File: config.mk
export PLATFORM = sky130hd
export DESIGN_NAME = cond_logic_flat
export DESIGN_NICKNAME = d
export VERILOG_FILES = /design/src/rtl/cond_logic_if.sv /design/src/rtl/cond_logic.sv /design/src/flat_wrapper.sv
export SDC_FILE = /design/constraint.sdc
export NUM_CORES = 1
export LEC_CHECK = 0
export BUFFER_PORTS_ARGS = -buffer_cell sky130_fd_sc_hd__buf_2
export CORE_AREA = 8 8 45 47
export DETAILED_ROUTE_END_ITERATION = 12
export DIE_AREA = 0 0 53 55
export PLACE_DENSITY = 0.69
export RECOVER_POWER = 50
export SYNTH_ARGS = -nofsm -noshare
export SYNTH_HDL_FRONTEND = slang
export SYNTH_SLANG_ARGS = --single-unit
File: constraint.sdc
create_clock -name clk -period 1.5 [get_ports clk]
set_input_delay 0.15 -clock clk [delete_from_list [all_inputs] [get_ports clk]]
set_output_delay 0.15 -clock clk [all_outputs]
set_load 0.02 [all_outputs]
File: src/rtl/cond_logic_if.sv
// Decoder-to-condition-stage bus: decoded write requests in, committed writes and flag state out.
// The master modport is the decoder side; the slave modport is the condition stage.
interface cond_logic_if;
    logic [3:0] Cond;
    logic [3:0] ALUFlags;
    logic [1:0] FlagW;
    logic       PCS;
    logic       RegW;
    logic       MemW;
    logic       NoWrite;
    logic       Stall;
    logic       PCSrc;
    logic       RegWrite;
    logic       MemWrite;
    logic       CondEx;
    logic [3:0] Flags;

    modport master (
        output Cond, ALUFlags, FlagW, PCS, RegW, MemW, NoWrite, Stall,
        input  PCSrc, RegWrite, MemWrite, CondEx, Flags
    );

    modport slave (
        input  Cond, ALUFlags, FlagW, PCS, RegW, MemW, NoWrite, Stall,
        output PCSrc, RegWrite, MemWrite, CondEx, Flags
    );
endinterface

File: src/rtl/cond_logic.sv
// Conditional-execution stage: holds NZCV, evaluates the ARM condition field against it,
// and gates the decoder's write requests into committed writes.
module cond_logic #(
    parameter logic [3:0] FLAG_RESET = 4'b0000
) (
    input logic          clk,
    input logic          reset,
    cond_logic_if.slave  bus
);

    logic [3:0] flags;
    logic       condEx;
    logic       go;

    function automatic logic condPass(input logic [3:0] cond, input logic [3:0] f);
        logic n, z, c, v;
        logic r;
        {n, z, c, v} = f;
        r = 1'b0;
        case (cond)
            4'b0000: r = z;
            4'b0001: r = ~z;
            4'b0010: r = c;
            4'b0011: r = ~c;
            4'b0100: r = n;
            4'b0101: r = ~n;
            4'b0110: r = v;
            4'b0111: r = ~v;
            4'b1000: r = c & ~z;
            4'b1001: r = ~c | z;
            4'b1010: r = (n == v);
            4'b1011: r = (n != v);
            4'b1100: r = ~z & (n == v);
            4'b1101: r = z | (n != v);
            4'b1110: r = 1'b1;
            default: r = 1'b0;
        endcase
        return r;
    endfunction

    // Evaluated against the registered flags only, so an instruction never sees its own update.
    always_comb begin
        condEx = condPass(bus.Cond, flags);
        go     = condEx & ~bus.Stall & ~reset;
    end

    always_comb begin
        bus.CondEx   = condEx;
        bus.Flags    = flags;
        bus.PCSrc    = bus.PCS  & go;
        bus.RegWrite = bus.RegW & go & ~bus.NoWrite;
        bus.MemWrite = bus.MemW & go;
    end

    // N,Z and C,V are enabled independently so logical S-ops keep the carry and overflow.
    always_ff @(posedge clk) begin
        if (reset) begin
            flags <= FLAG_RESET;
        end else if (!bus.Stall) begin
            if (bus.FlagW[1] && condEx) flags[3:2] <= bus.ALUFlags[3:2];
            if (bus.FlagW[0] && condEx) flags[1:0] <= bus.ALUFlags[1:0];
        end
    end

endmodule

File: src/flat_wrapper.sv
// flat-port wrapper written by rule: the top's interface ports become plain ports
module cond_logic_flat 
#(
    parameter logic [3:0] FLAG_RESET = 4'b0000
)
  (clk, reset, bus_Cond, bus_ALUFlags, bus_FlagW, bus_PCS, bus_RegW, bus_MemW, bus_NoWrite, bus_Stall, bus_PCSrc, bus_RegWrite, bus_MemWrite, bus_CondEx, bus_Flags);
  cond_logic_if bus_i ();
  input logic clk;
  input logic reset;
  input wire logic [$bits(bus_i.Cond)-1:0] bus_Cond;
  input wire logic [$bits(bus_i.ALUFlags)-1:0] bus_ALUFlags;
  input wire logic [$bits(bus_i.FlagW)-1:0] bus_FlagW;
  input wire logic [$bits(bus_i.PCS)-1:0] bus_PCS;
  input wire logic [$bits(bus_i.RegW)-1:0] bus_RegW;
  input wire logic [$bits(bus_i.MemW)-1:0] bus_MemW;
  input wire logic [$bits(bus_i.NoWrite)-1:0] bus_NoWrite;
  input wire logic [$bits(bus_i.Stall)-1:0] bus_Stall;
  output wire logic [$bits(bus_i.PCSrc)-1:0] bus_PCSrc;
  output wire logic [$bits(bus_i.RegWrite)-1:0] bus_RegWrite;
  output wire logic [$bits(bus_i.MemWrite)-1:0] bus_MemWrite;
  output wire logic [$bits(bus_i.CondEx)-1:0] bus_CondEx;
  output wire logic [$bits(bus_i.Flags)-1:0] bus_Flags;
  assign bus_i.Cond = bus_Cond;
  assign bus_i.ALUFlags = bus_ALUFlags;
  assign bus_i.FlagW = bus_FlagW;
  assign bus_i.PCS = bus_PCS;
  assign bus_i.RegW = bus_RegW;
  assign bus_i.MemW = bus_MemW;
  assign bus_i.NoWrite = bus_NoWrite;
  assign bus_i.Stall = bus_Stall;
  assign bus_PCSrc = bus_i.PCSrc;
  assign bus_RegWrite = bus_i.RegWrite;
  assign bus_MemWrite = bus_i.MemWrite;
  assign bus_CondEx = bus_i.CondEx;
  assign bus_Flags = bus_i.Flags;
  cond_logic #(.FLAG_RESET(FLAG_RESET)) u_core (.clk(clk), .reset(reset), .bus(bus_i));
endmodule
==> results.md, run 1 <==
| Metric | Value |
|:---|:---|
| Type of the worst setup path | reg -> out |
| Setup violations, final | 8 |
| Via count of the routed design | 516 |
| Final critical delay including setup and external delays | 2.01 ns |
| Leakage | 0.000331 uW |
| Layout filler cell count | 125 |
| Clock H-tree levels | 1 |
| Maximum vdd ir drop | 0.498 mV |
| Area enclosed by the die boundary | 0.00292 sq mm |
| Least-Margin Pin Slew | 0.322 ns |
| Port Buf Inserts | 24 |
| Area occupied by registers | 87.6 sq um |
| Type of element launching the critical path | register |
| Ant. Diodes | 0 |
| GPL Wtd Cong | 0.743 |
| Post-layout worst setup margin | -0.510 ns |
| Total Nets Final | 109 |
| Proportion of synthesized flip-flops having asynchronous set or reset | 0% |
| Slowest cell delay on critical path | 0.34 ns |
| Routed wire length | 1400 um |
| Crit. End Element | primary output |
| Standard cell core area | 0.00138 sq mm |
| Slew margin rel. | 78.3% |
| Run status | finished, violations left |
| Avg Cell Area, Syn | 8.71 sq um |
| CTS buffer count | 3 |
| CTS sink cnt | 4 |
| DR iter-0 viols | 12 |
| Clock skew | 0.0124 ns |
| Number of enable-type register cells in the synthesized netlist | 0 |
| Yosys reg bits | 4 |
| Setup repair after global routing missed its margin | yes |
| Sum of internal, switching and leakage power | 466 uW |
| Count of final max-slew check failures | 0 |
| Worst-path clk slew | 0.04 ns |
| Number of nets produced by synthesis | 73 |
| First-pass GRT wire length | 2210 um |
| Part of the Yosys area used for sequential elements | 16.4% |
| Critical path buffers and inverters | 4 |
| Die Y | 55 um |
| Placed Area | 694 sq um |
| Antenna-violating nets left | 0 |
| Total number of placement rows | 14 |
| Most used flip-flop cell after synthesis | sky130_fd_sc_hd__dfxtp_1 |
| Residual DRC | 0 |
| Drt wl/cell | 13.1 um |
| Number of antenna violations at the first check in global routing | 0 |
| Data required time of the worst path | 1.35 ns |
| Initial Utilization | 35.3% |
| Worst slack at placement | -0.232 ns |
| Maximum number of pins on one net before global-route repair | 10 |
| Violations in the final reports | setup timing |
| Number of warnings printed during yosys synthesis | 0 |
| Netlist Area Pre-Place | 488 sq um |
| Post-detailed-route via-to-cell ratio | 4.82 |
| Final worst-path cycle share | 134% |
| Clock tree from TritonCTS | yes |
| Combined area of the multi-input logic cells | 438 sq um |
| Clock tree buffer depth | 2 |
| Clock latency at the later pin of the worst-skew pair | 0.24 ns |
| Final design instance area without fill | 774 sq um |
| Critical path's most frequent cell | sky130_fd_sc_hd__buf_4 |
| Max stage delay cell, worst path | sky130_fd_sc_hd__dfxtp_4 |
| Final Non-Filler Cells | 107 |
| Placed cell count | 103 |
| Grt ovf | 0 |
| Worst Path Max Fanout | 3 |
| Number of max-cap violations | 0 |
| Cell type group with the largest total delay on the critical path | buffers and inverters |
| Count of endpoints failing hold in the final timing report | 0 |
| Post-synthesis instance total | 56 |
| Die boundary width | 53 um |
| Root Buffer Master | sky130_fd_sc_hd__clkbuf_4 |
| Layout cell share with drive strength beyond 1 | 53.8% |
| Total power density per cell area | 601 mW/mm^2 |
| Number of unique standard cell types used by synthesis | 22 |
| Hpwl dp | 1060 um |
| GR Util All Layers | 10.3% |
| Detailed-router iteration count before antenna repair | 3 |
| Number of primary I/O pins | 25 |
| Data arrival time of the critical path | 1.86 ns |
| Chain of cells forming the critical path | buf_4, nor2b_2, a22oi_2, mux2i_2, o21a_4, buf_4, inv_1, buf_4 |
| Timing-limited maximum frequency | 497 MHz |
| Vias in the first global route | 524 |
| Cts hold-fix bufs | 0 |
| Syn-to-layout area delta | 58.7% |
| Flip-flop count of the largest register, all copies and words added | 4 |
| Hold/Removal Path Class | in -> reg |
-- kinds of logic after synthesis --
group / after synthesis / share of synthesized area, %
multiplexers: 7 / 14.6
AND/OR/NAND/NOR: 30 / 43.8
AO/OA/AOI/OAI: 9 / 18.2
XOR/XNOR: 2 / 3.59
buffers and inverters: 4 / 3.33
flip-flops: 4 / 16.4
-- timing repair --
action,CTS,global route
setup buffers,0,1
endpoints found under the hold margin,0,0
endpoints found under the setup margin,8,8
resized for setup,4,8
pin swaps,1,4
-- final timing paths --
| path | slack (ns) | cells after the start | start | end |
|---|---|---|---|---|
| worst min-delay path | 0.16 | 3 | bus_ALUFlags[3] | u_core.bus.Flags[3]$_SDFFE_PP0P_ |
| worst max-delay path | -0.51 | 8 | u_core.bus.Flags[1]$_SDFFE_PP0P_ | bus_CondEx |
| worst min register to register | 0.51 | 2 | u_core.bus.Flags[2]$_SDFFE_PP0P_ | u_core.bus.Flags[2]$_SDFFE_PP0P_ |
| worst max register to register | -0.18 | 7 | u_core.bus.Flags[1]$_SDFFE_PP0P_ | u_core.bus.Flags[2]$_SDFFE_PP0P_ |
-- where the power goes --
group	switching, uW	total (uW)	internal, uW	leakage (uW)
Clock	48.9	149	100	0.0000150
Sequential	7.35	120	112	0.0000347
Combinational	94.9	197	102	0.000282
Total	151	466	314	0.000331
-- tightest hold or removal path: cells and delay by family --
kind	cells	cell delay, ns
buf+inv	1	0.09
mux	1	0.06
simple gates	1	0.05
-- synth_stat cells (all sizes together) (2+ instances only) --
library cell  count  area, sq um
o32ai             2         32.5
nor3b             2         15.0
nand2b            9         56.3
a21oi             3         18.8
and3b             2         17.5
xnor2             2         17.5
dfxtp             4         80.1
mux2i             6         60.1
nand2             3         11.3
o21ai             2         10.0
nor4bb            2         50.1
inv               3         11.3
nor2              7         26.3
nor2b             2         12.5
-- cell type report --
cell class	instances	area share [%]
timing repair buffer	32	24.7
clock buffer	4	3.39
inverter	3	1.45
tap	16	2.58
multi-input combinational	48	56.5
sequential	4	11.3
-- cells in the final DEF, fill, tap and decap left out --
| master | instances |
|---|---|
| sky130_fd_sc_hd__a21oi_1 | 2 |
| sky130_fd_sc_hd__a21oi_4 | 1 |
| sky130_fd_sc_hd__a22oi_2 | 1 |
| sky130_fd_sc_hd__and3b_1 | 2 |
| sky130_fd_sc_hd__buf_2 | 18 |
| sky130_fd_sc_hd__buf_4 | 11 |
| sky130_fd_sc_hd__buf_6 | 1 |
| sky130_fd_sc_hd__clkbuf_1 | 3 |
| sky130_fd_sc_hd__clkbuf_4 | 3 |
| sky130_fd_sc_hd__dfxtp_2 | 3 |
| sky130_fd_sc_hd__dfxtp_4 | 1 |
| sky130_fd_sc_hd__inv_1 | 3 |
| sky130_fd_sc_hd__mux2_2 | 1 |
| sky130_fd_sc_hd__mux2i_1 | 5 |
| sky130_fd_sc_hd__mux2i_2 | 1 |
| sky130_fd_sc_hd__nand2_1 | 3 |
| sky130_fd_sc_hd__nand2b_1 | 9 |
| sky130_fd_sc_hd__nand3b_1 | 1 |
| sky130_fd_sc_hd__nor2_1 | 6 |
| sky130_fd_sc_hd__nor2_4 | 1 |
| sky130_fd_sc_hd__nor2b_1 | 1 |
| sky130_fd_sc_hd__nor2b_2 | 1 |
| sky130_fd_sc_hd__nor3b_1 | 2 |
| sky130_fd_sc_hd__nor4b_1 | 1 |
| sky130_fd_sc_hd__nor4bb_4 | 2 |
| sky130_fd_sc_hd__o21a_4 | 1 |
| sky130_fd_sc_hd__o21ai_0 | 2 |
| sky130_fd_sc_hd__o32ai_4 | 2 |
| sky130_fd_sc_hd__or3b_4 | 1 |
| sky130_fd_sc_hd__xnor2_1 | 2 |
-- per-layer routing --
layer / GRT usage, % / share of wire (%) / up-vias
met3: 4.01 / 6.2 / 7
met1: 12.1 / 41 / 226
li1: - / - / 268
met2: 16.0 / 50 / 15
met5: 0 / 0 / -
met4: 5.17 / 2.7 / 0
-- metrics by stage --
step | utilization [%] | hold slack (ns) | TNS [ns]
final | 56.0 | 0.156 | -2.54
after global routing | 56.0 | 0.160 | -3.20
after CTS | 54.1 | 0.149 | -2.41
after detailed placement | 50.2 | 0.413 | -1.60
after global placement | 50.2 | 0.406 | -1.48
after floorplan | - | 0.294 | -0.560
No activity file was read; power rests on OpenSTA's default activity.
==> inputs of run 2 (changes only) <==
--- a/config.mk
+++ b/config.mk
@@ -6,11 +6,11 @@
 export NUM_CORES = 1
 export LEC_CHECK = 0
 export BUFFER_PORTS_ARGS = -buffer_cell sky130_fd_sc_hd__buf_2
-export CORE_AREA = 8 8 45 47
+export CORE_MARGIN = 8
+export CORE_UTILIZATION = 25
 export DETAILED_ROUTE_END_ITERATION = 12
-export DIE_AREA = 0 0 53 55
-export PLACE_DENSITY = 0.69
 export RECOVER_POWER = 50
+export REMOVE_ABC_BUFFERS = 1
 export SYNTH_ARGS = -nofsm -noshare
 export SYNTH_HDL_FRONTEND = slang
 export SYNTH_SLANG_ARGS = --single-unit
==> run 2 against run 1 <==
Effect of this change:
- the run still ends with setup timing left
- worst hold slack improved by 0.018 ns
- cell count rose by 16%
- via count rose by 8.1%
- worst setup slack improved by 0.030 ns
- cell area rose by 14%
- first-iteration DRC count rose by 25%
- sequential cell count did not move
- core utilization fell by 9.5 points
- register-to-register slack improved by 0.03 ns
- largest cell class unchanged
- largest power group unchanged
==> results.md, run 2 (synthesized netlist as in run 1, its figures left out) <==
| Metric | Value | Delta |
|:---|:---|:---|
| Met1 layer usage reported by global route | 8.96% | -3.1 points |
| Data required time of the worst path | 1.35 ns | about the same |
| Maximum vdd ir drop | 0.464 mV | -6.7% |
| Timing-limited maximum frequency | 505 MHz | +1.5% |
| First-pass GRT wire length | 2390 um | +8.1% |
| Total Nets Final | 116 | +6.4% |
| Via count of the routed design | 558 | +8.1% |
| Type of the worst setup path | reg -> out |  |
| Slowest cell delay on critical path | 0.39 ns | +0.05 ns |
| Clock H-tree levels | 1 | unchanged |
| Hpwl dp | 1170 um | +11% |
| Chain of cells forming the critical path | or3b_4, a21oi_4, nor4bb_4, o21a_4, nor4bb_4, buf_4 |  |
| Clock tree from TritonCTS | yes |  |
| Hold/Removal Path Class | in -> reg |  |
| Maximum number of pins on one net before global-route repair | 10 | unchanged |
| Type of element launching the critical path | register |  |
| Number of max-cap violations | 0 | unchanged |
| Cell type group with the largest total delay on the critical path | simple AND/OR/NAND/NOR gates |  |
| Slew margin rel. | 80.9% | +2.6 points |
| Syn-to-layout area delta | 81.0% |  |
| Run status | finished, violations left |  |
| Layout cell share with drive strength beyond 1 | 61.9% | +8.0 points |
| Final worst-path cycle share | 132% | -2.0 points |
| Detailed-router iteration count before antenna repair | 3 | unchanged |
| Initial Utilization | 25.7% | -9.6 points |
| Die Y | 60.2 um | +9.4% |
| Least-Margin Pin Slew | 0.286 ns | -0.0361 ns |
| Number of primary I/O pins | 25 | unchanged |
| CTS buffer count | 3 | unchanged |
| Layer with the highest usage | met2 |  |
| Vias in the first global route | 570 | +8.8% |
| Sum of internal, switching and leakage power | 484 uW | +4.0% |
| Clock latency at the later pin of the worst-skew pair | 0.23 ns | about the same |
| Leakage | 0.000377 uW | +14% |
| Data arrival time of the critical path | 1.83 ns | -0.03 ns |
| Area occupied by registers | 82.6 sq um | -5.7% |
| Worst slack at placement | -0.334 ns | -0.102 ns |
| Count of final max-slew check failures | 0 | unchanged |
| Layout filler cell count | 193 | +54% |
| DR iter-0 viols | 15 | +3 |
| Highest-count cells in the layout ignoring fill and taps | 19 x sky130_fd_sc_hd__buf_2, 14 x sky130_fd_sc_hd__buf_4, 9 x sky130_fd_sc_hd__nand2b_1 |  |
| Setup TNS | -2.33 ns | +0.210 ns |
| Post-layout worst setup margin | -0.480 ns | +0.0304 ns |
| Met2 Resource Use GR | 15.1% | -0.92 points |
| Clock tree buffer depth | 2 | unchanged |
| Number of antenna violations at the first check in global routing | 0 | unchanged |
| Worst Path Max Fanout | 4 | +1 |
| Die boundary width | 60.2 um | +14% |
| Setup repair after global routing missed its margin | yes |  |
| CTS sink cnt | 4 | unchanged |
| Commonest non-fill, non-tap cell in the layout | sky130_fd_sc_hd__buf_2 |  |
| Standard cell core area | 0.00190 sq mm | +37% |
| Post-detailed-route via-to-cell ratio | 4.50 | -6.7% |
| Residual DRC | 0 | unchanged |
| Critical path's most frequent cell | sky130_fd_sc_hd__nor4bb_4 |  |
| Final critical delay including setup and external delays | 1.98 ns | -0.0304 ns |
| Drt wl/cell | 12.8 um | -2.7% |
| Clock skew | 0.000386 ns | -0.0120 ns |
| Root Buffer Master | sky130_fd_sc_hd__clkbuf_4 |  |
| GR Util All Layers | 8.62% | -1.7 points |
| Met3 track demand over resource in global routing | 3.44% | -0.57 points |
| Port Buf Inserts | 24 | unchanged |
| Worst-path clk slew | 0.04 ns | about the same |
| Total power density per cell area | 548 mW/mm^2 | -8.8% |
| Area enclosed by the die boundary | 0.00362 sq mm | +24% |
| Max stage delay cell, worst path | sky130_fd_sc_hd__or3b_4 |  |
| Critical path buffers and inverters | 1 | -3 |
| Ant. Diodes | 0 | unchanged |
| Count of endpoints failing hold in the final timing report | 0 | unchanged |
| Combined area of the multi-input logic cells | 473 sq um | +8.0% |
| Routed wire length | 1580 um | +13% |
| Grt ovf | 0 | unchanged |
| Crit. End Element | primary output |  |
| Violations in the final reports | setup timing |  |
| Flip-flop count of the largest register, all copies and words added | 4 | unchanged |
| Setup violations, final | 8 | unchanged |
| Antenna-violating nets left | 0 | unchanged |
| Total number of placement rows | 16 | +2 |
| GPL Wtd Cong | 0.789 | +6.2% |
## run 2: cell count changes in the layout (fill, tap and decap cells not counted), moves of 2 or more
cell                       delta
sky130_fd_sc_hd__dfxtp_1      +2
sky130_fd_sc_hd__nor2_1       -2
sky130_fd_sc_hd__buf_6        +4
sky130_fd_sc_hd__buf_4        +3
sky130_fd_sc_hd__clkbuf_1     -2
sky130_fd_sc_hd__o21ai_0      -2
## run 2: area by class of cell
type                    count  area share [%]
inverters                   3            1.27
well taps                  27            3.82
clock buffers               3            2.55
multi-input cells          48            53.5
flip-flops and latches      4            9.35
repair buffers             39            29.5
## run 2: repair_timing
action	CTS	global route
setup buffers	3	0
hold buffers	0	0
resized for setup	13	18
gates cloned	0	0
pin swaps	2	3
endpoints found under the setup margin	8	8
## run 2: worst register-to-register path, delay by kind of cell (launching register included)
family | cells | cell delay [ns]
AOI/OAI and AO/OA | 2 | 0.35
xor gates and xnor gates | 1 | 0.17
buffers and inverters | 1 | 0.17
DFF | 1 | 0.47
muxes | 2 | 0.40
## run 2: report_power, final
part	internal, uW	total, uW	switching, uW
logic	125	232	108
registers	113	121	8.16
clock network	89.3	131	41.3
## run 2: layer usage
| metal | wire length, um | share of wire (%) | vias up |
|---|---|---|---|
| met4 | 19 | 1.2 | 0 |
| met3 | 83 | 5.2 | 2 |
| met5 | 0 | 0 | - |
| met2 | 888 | 56 | 12 |
| met1 | 590 | 37 | 264 |
| li1 | - | - | 280 |
## run 2: metrics by stage
step                      std cells  util [%]  area [sq um]  hold WS [ns]
after floorplan                  55         -           483         0.305
after detailed placement        118      38.2           727         0.423
after global placement          118      38.2           727         0.415
final                           124      46.4           883         0.174
after CTS                       124      43.4           826         0.172
after global routing            124      46.4           883         0.187
## run 2: path summary, 6_finish.rpt
check / to / cells past startpoint / start / slack, ns
worst max-delay path: bus_RegWrite / 6 / u_core.bus.Flags[1]$_SDFFE_PP0P_ / -0.48
worst min-delay path: u_core.bus.Flags[1]$_SDFFE_PP0P_ / 3 / bus_ALUFlags[1] / 0.17
worst max register to register: u_core.bus.Flags[2]$_SDFFE_PP0P_ / 6 / u_core.bus.Flags[3]$_SDFFE_PP0P_ / -0.15
worst min register to register: u_core.bus.Flags[1]$_SDFFE_PP0P_ / 3 / u_core.bus.Flags[1]$_SDFFE_PP0P_ / 0.61
